$ cat src/rtl/cvxif_issue_arbiter.sv
// Shares one CV-X-IF coprocessor between NrPorts harts: round-robin issue with a
// grant lock under back-pressure, port-tagged IDs, and per-port in-flight caps.

module cvxif_issue_cnt #(
  parameter int unsigned MaxOutstanding = 4,
  parameter int unsigned CntW           = 3
) (
  input  logic            clk_i,
  input  logic            rst_ni,
  input  logic            inc_i,
  input  logic            dec_i,
  output logic [CntW-1:0] cnt_o,
  output logic            full_o,
  output logic            uflow_o
);
  logic [CntW-1:0] cnt_q, cnt_d;

  always_comb begin
    cnt_d   = cnt_q;
    uflow_o = 1'b0;
    if (inc_i && !dec_i) begin
      if (32'(cnt_q) < MaxOutstanding) cnt_d = cnt_q + 1'b1;
    end else if (dec_i && !inc_i) begin
      // a result with nothing outstanding is flagged and the count stays at 0
      if (cnt_q == '0) uflow_o = 1'b1;
      else             cnt_d   = cnt_q - 1'b1;
    end
  end

  always_ff @(posedge clk_i or negedge rst_ni) begin
    if (!rst_ni) cnt_q <= '0;
    else         cnt_q <= cnt_d;
  end

  assign cnt_o  = cnt_q;
  assign full_o = (32'(cnt_q) >= MaxOutstanding);
endmodule

module cvxif_issue_arbiter #(
  parameter  int unsigned NrPorts        = 2,
  parameter  int unsigned IdWidth        = 3,
  parameter  int unsigned XLen           = 64,
  parameter  int unsigned MaxOutstanding = 4,
  localparam int unsigned PortW          = $clog2(NrPorts),
  localparam int unsigned CntW           = $clog2(MaxOutstanding + 1)
) (
  input  logic                              clk_i,
  input  logic                              rst_ni,
  input  logic [NrPorts-1:0]                issue_valid_i,
  output logic [NrPorts-1:0]                issue_ready_o,
  input  logic [NrPorts-1:0][31:0]          issue_instr_i,
  input  logic [NrPorts-1:0][IdWidth-1:0]   issue_id_i,
  input  logic [NrPorts-1:0][2*XLen-1:0]    issue_rs_i,
  output logic                              x_issue_valid_o,
  input  logic                              x_issue_ready_i,
  output logic [31:0]                       x_issue_instr_o,
  output logic [PortW+IdWidth-1:0]          x_issue_id_o,
  output logic [2*XLen-1:0]                 x_issue_rs_o,
  input  logic                              x_result_valid_i,
  output logic                              x_result_ready_o,
  input  logic [PortW+IdWidth-1:0]          x_result_id_i,
  input  logic [XLen-1:0]                   x_result_data_i,
  output logic [NrPorts-1:0]                result_valid_o,
  input  logic [NrPorts-1:0]                result_ready_i,
  output logic [IdWidth-1:0]                result_id_o,
  output logic [XLen-1:0]                   result_data_o,
  output logic [NrPorts-1:0][CntW-1:0]      outstanding_o,
  output logic                              idle_o,
  output logic                              err_bad_port_o
);
  typedef enum logic {IDLE, LOCKED} state_e;

  typedef struct packed {
    logic [31:0]        instr;
    logic [IdWidth-1:0] id;
    logic [2*XLen-1:0]  rs;
  } issue_req_t;

  state_e                        state_q, state_d;
  logic [PortW-1:0]              rr_ptr_q, rr_ptr_d, grant_q, grant_d, grant, win_idx, rr_next;
  logic                          win_vld, issue_hs, bad_port, err_port;
  logic [PortW-1:0]              res_port;
  logic [NrPorts-1:0]            eligible, full, inc, dec, uflow;
  logic [NrPorts-1:0][CntW-1:0]  cnt;
  issue_req_t [NrPorts-1:0]      req;

  for (genvar i = 0; i < NrPorts; i++) begin : g_port
    assign req[i]      = '{instr: issue_instr_i[i], id: issue_id_i[i], rs: issue_rs_i[i]};
    assign eligible[i] = issue_valid_i[i] && !full[i];

    cvxif_issue_cnt #(
      .MaxOutstanding (MaxOutstanding),
      .CntW           (CntW)
    ) u_cnt (
      .clk_i   (clk_i),
      .rst_ni  (rst_ni),
      .inc_i   (inc[i]),
      .dec_i   (dec[i]),
      .cnt_o   (cnt[i]),
      .full_o  (full[i]),
      .uflow_o (uflow[i])
    );
  end

  // scan downward so the last hit is the first eligible port at or after rr_ptr
  always_comb begin
    win_vld = 1'b0;
    win_idx = '0;
    for (int k = NrPorts - 1; k >= 0; k--) begin
      int unsigned s;
      s = 32'(rr_ptr_q) + 32'(k);
      if (s >= NrPorts) s = s - NrPorts;
      if (eligible[s]) begin
        win_vld = 1'b1;
        win_idx = PortW'(s);
      end
    end
  end

  always_comb begin
    state_d         = state_q;
    rr_ptr_d        = rr_ptr_q;
    grant_d         = grant_q;
    issue_ready_o   = '0;
    inc             = '0;
    grant           = (state_q == LOCKED) ? grant_q : win_idx;
    rr_next         = (32'(grant) == NrPorts - 1) ? '0 : grant + 1'b1;
    x_issue_valid_o = rst_ni && ((state_q == LOCKED) ? issue_valid_i[grant_q] : win_vld);
    x_issue_instr_o = '0;
    x_issue_id_o    = '0;
    x_issue_rs_o    = '0;
    if (x_issue_valid_o) begin
      x_issue_instr_o = req[grant].instr;
      x_issue_id_o    = {grant, req[grant].id};
      x_issue_rs_o    = req[grant].rs;
    end
    issue_hs = x_issue_valid_o && x_issue_ready_i;
    if (issue_hs) begin
      issue_ready_o[grant] = 1'b1;
      inc[grant]           = 1'b1;
      rr_ptr_d             = rr_next;
      state_d              = IDLE;
    end else if (state_q == IDLE && win_vld) begin
      // coprocessor stalled: hold this port until it is accepted
      state_d = LOCKED;
      grant_d = win_idx;
    end
  end

  always_comb begin
    res_port         = x_result_id_i[IdWidth +: PortW];
    bad_port         = (32'(res_port) >= NrPorts);
    result_valid_o   = '0;
    x_result_ready_o = 1'b0;
    dec              = '0;
    err_port         = 1'b0;
    if (rst_ni) begin
      if (bad_port) begin
        x_result_ready_o = 1'b1;
        err_port         = x_result_valid_i;
      end else begin
        result_valid_o[res_port] = x_result_valid_i;
        x_result_ready_o         = result_ready_i[res_port];
        dec[res_port]            = x_result_valid_i && result_ready_i[res_port];
      end
    end
  end

  assign result_id_o    = x_result_id_i[IdWidth-1:0];
  assign result_data_o  = x_result_data_i;
  assign outstanding_o  = cnt;
  assign idle_o         = (state_q == IDLE) && (cnt == '0);
  assign err_bad_port_o = err_port || (|uflow);

  always_ff @(posedge clk_i or negedge rst_ni) begin
    if (!rst_ni) begin
      state_q  <= IDLE;
      rr_ptr_q <= '0;
      grant_q  <= '0;
    end else begin
      state_q  <= state_d;
      rr_ptr_q <= rr_ptr_d;
      grant_q  <= grant_d;
    end
  end
endmodule

$ cat config.mk
export PLATFORM = sky130hd
export DESIGN_NAME = cvxif_issue_arbiter
export DESIGN_NICKNAME = d
export VERILOG_FILES = /design/src/rtl/cvxif_issue_arbiter.sv
export SDC_FILE = /design/constraint.sdc
export NUM_CORES = 1
export LEC_CHECK = 0
export CAP_MARGIN = 15
export CORE_AREA = 2 2 253 255
export CTS_BUF_LIST = sky130_fd_sc_hd__clkbuf_4
export DETAILED_ROUTE_END_ITERATION = 7
export DIE_AREA = 0 0 255 257
export PLACE_DENSITY_LB_ADDON = 0.25
export SLEW_MARGIN = 20
export SYNTH_ARGS = -nofsm -noshare
export SYNTH_HDL_FRONTEND = slang
export SYNTH_SLANG_ARGS = --single-unit
export TNS_END_PERCENT = 10
$ cat constraint.sdc
create_clock -name clk_i -period 1.9 [get_ports clk_i]
set_input_delay 0.19 -clock clk_i [delete_from_list [all_inputs] [get_ports clk_i]]
set_output_delay 0.19 -clock clk_i [all_outputs]
set_load 0.01 [all_outputs]
==> qor.txt <==
GPL Wtd Cong - 0.804
CP Capture Type - output port
Routed length per instance - 19.8 um
Initial antenna violation count - 8
Hold buffer count at CTS - 0
Worst Slack Setup Final - -0.452 ns
Synthesized area - 3620 um2
Startpoint types - flop
GRT Resource Usage Total - 0.116
Grt ovf - 0
Die footprint - 65500 um2
Post-Route WL - 42100 um
Required time worst endpoint - 1.71 ns
Worst-Skew Late Latency - 0.26 ns
Final net count - 1678
PD cells - 968 nW/um2
CTS tree - yes
Cells along the critical path - buf_6, o31ai_4, buf_12, buf_12, buf_12, buf_8, nand2_2, a21oi_2, buf_4, buf_12
Pwr Total - 11.4 mW
RSZ-0062 raised after global routing - yes
Iter 0 DRT Violations - 202
Row count - 92
Clk sinks - 9
Top cells by count, synth - nand2_1, a21oi_1, buf_4, buf_2, clkbuf_1
Main synth FF type - dfrtp_1
Leak pwr - 4.87 nW
Final Hold Vio Count - 0
Top cells by area, synth - nand2_1, a21oi_1, buf_4
Yosys top cell area share - 0.349
Pre-antenna DRT Iters - 4
Fin crit period - 2.35 ns
Met1 usage - 0.105
WS Path Type - reg -> out
Drt via density - 3.38
Detailed Place HPWL - 32100 um
Syn_nets - 1110
GR Layer Usage met3 - 0.0562
Vias in the first global route - 7494
Asr flop ratio synth - 1.00
Largest stage delay, worst path - 0.48 ns
Share of layout cells above drive strength 1 - 0.438
Slew Limit Fails - 0
Final core occ - 0.188
Chip height - 257 um
PortBufs - 512
Arrival time at the worst endpoint - 2.16 ns
Clock Tree Buf Depth - 2
Ys Warns - 0
Post-route ant nets - 0
F_max - 425 MHz
Clock H-tree levels - 1
Most common cell in the synthesized netlist - nand2_1
CP max-delay cell - dfrtp_2
Failing checks - setup timing
Min Hold Slack - 0.0102 ns
Period utilization - 1.24
Yosys reg bits - 9
Gr busiest metal - met2
Root Buffer - clkbuf_4
Drc violations - 0
Cell repeated most along the worst path - buf_12
Fin Clk Skew - 0.0105 ns
Global-route wire length before repair - 54000 um
Post-synth EDFFs - 0
Clock transition at the registers of the reported paths - 0.07 ns
Core area - 62700 um2
Mean post-synth cell area - 5.13 um2
# setup viols final - 174
Top Ports - 647
Library cells used by synthesis - 49
Via count - 7170
Grt met2 use - 0.225
Largest net degree at the start of global routing - 21
Max IR drop VDD - 0.387 mV
Actual slew at the worst max-slew pin - 0.431 ns
Slew headroom - 0.709
Crit path max fanout - 7
CTS Buf Count - 3
Status - finished with violations
Post-Syn Instances - 706
Area Growth Syn to Fin - 226%
Top cell type by total area after synthesis - nand2_1
Max Cap Viol - 0
Class of the worst hold path - in -> async
Seq/Total Area, Yosys - 0.0622
Starting Density - 0.0578
Die span in x - 255 um
==> layout make-up <==
| class | instances | area [um2] |
|---|---|---|
| diodes | 3 | 7.51 |
| clock buffers | 4 | 30.0 |
| fillers | 7144 | 50900 |
| inverters | 4 | 15.0 |
| multi-input cells | 569 | 3580 |
| flip-flops and latches | 9 | 228 |
| well taps | 846 | 1060 |
| repair buffers | 687 | 6890 |
==> timing repair <==
item | 4_1_cts | 5_1_grt
pin swaps | 65 | 54
setup buffers | 28 | 18
gates resized for setup | 789 | 189
setup endpoints to repair | 178 | 179
cloned | 16 | 2
==> cells in the final DEF (no fill, tap or decap), types with 2 or more instances in the layout <==
cell,netlist,final
buf_12,0,41
dlygate4sd2_1,0,2
nand3_1,4,4
inv_2,1,2
a211oi_2,0,2
nor2_1,12,9
mux2i_1,3,2
nand2_2,0,33
nor2_2,0,3
a211oi_1,4,2
dfrtp_2,0,2
buf_2,33,132
a21oi_1,164,25
dfrtp_1,9,7
clkdlybuf4s15_2,0,7
clkbuf_2,0,2
buf_16,0,16
buf_4,70,79
nand2b_4,0,2
diode_2,0,3
clkdlybuf4s50_1,0,339
a21oi_4,1,26
clkbuf_16,0,2
clkbuf_4,0,4
buf_8,0,13
nand3b_1,2,2
dlymetal6s2s_1,0,2
nand2_4,0,8
buf_6,0,51
or3_1,2,2
inv_1,3,2
a21oi_2,1,115
nand2_1,337,296
==> logic make-up (layout without fill, tap and decap cells) <==
family                   Yosys count  after routing  synth area share
AO/OA/AOI/OAI                    187            187             0.286
XOR/XNOR                           2              2           0.00484
adder cells (fa/ha/maj)            2              2           0.00690
buffers and inverters            128            695             0.217
flip-flops                         9              9            0.0622
multiplexers                       5              5            0.0145
other                              0              3                 0
AND/OR/NAND/NOR                  373            373             0.409
==> path summary, 6_finish.rpt <==
| kind | startpoint | end | slack [ns] | cells past startpoint |
|---|---|---|---|---|
| worst max-delay path | state_q | x_issue_rs_o[117] | -0.45 | 10 |
| worst min-delay path | rst_ni | g_port[1].u_cnt.cnt_o[1] | 0.01 | 2 |
| worst max register to register | state_q | g_port[1].u_cnt.cnt_o[1] | -0.44 | 9 |
| worst min register to register | rr_ptr_q | rr_ptr_q | 0.55 | 2 |
| max in group asynchronous | rst_ni | g_port[1].u_cnt.cnt_o[0] | 1.71 | 3 |
| min in group clk_i | x_result_data_i[15] | result_data_o[15] | 0.38 | 0 |
==> metrics by stage <==
step	setup WS (ns)	area [um2]	cells	setup TNS, ns
after floorplan	-0.182	3650	706	-0.442
after global placement	-0.949	10200	2056	-123.69
after detailed placement	-0.948	10200	2056	-124.47
after CTS	-0.477	11100	2103	-61.87
after global routing	-0.522	11800	2119	-70.34
final	-0.452	11800	2122	-55.77
==> layer usage <==
layer,routed length [um],share of wire,up-vias
met3,5350,0.13,39
met1,13700,0.32,3265
met2,21500,0.51,461
met5,54,0.0013,-
met4,1550,0.037,8
li1,-,-,3397
==> worst max-delay path, delay by kind of cell (launching register included) <==
| family | cells | cell delay, ns |
|---|---|---|
| AND/OR/NAND/NOR | 1 | 0.05 |
| AO/OA/AOI/OAI | 2 | 0.37 |
| buffers and inverters | 7 | 0.99 |
| flip-flops | 1 | 0.48 |
==> registers in the layout, indices dropped and copies added (netlist names) <==
signal              count
state_q                 1
grant_q                 1
g_port.u_cnt.cnt_o      6
rr_ptr_q                1
==> where the power goes <==
part           switching [mW]  leakage (nW)  internal (mW)  total [mW]
logic                    5.30          4.74           5.57        10.9
registers               0.114         0.108          0.279       0.393
clock network          0.0715        0.0184         0.0952       0.167
total                    5.49          4.87           5.94        11.4
No activity file was read; power rests on OpenSTA's default activity.
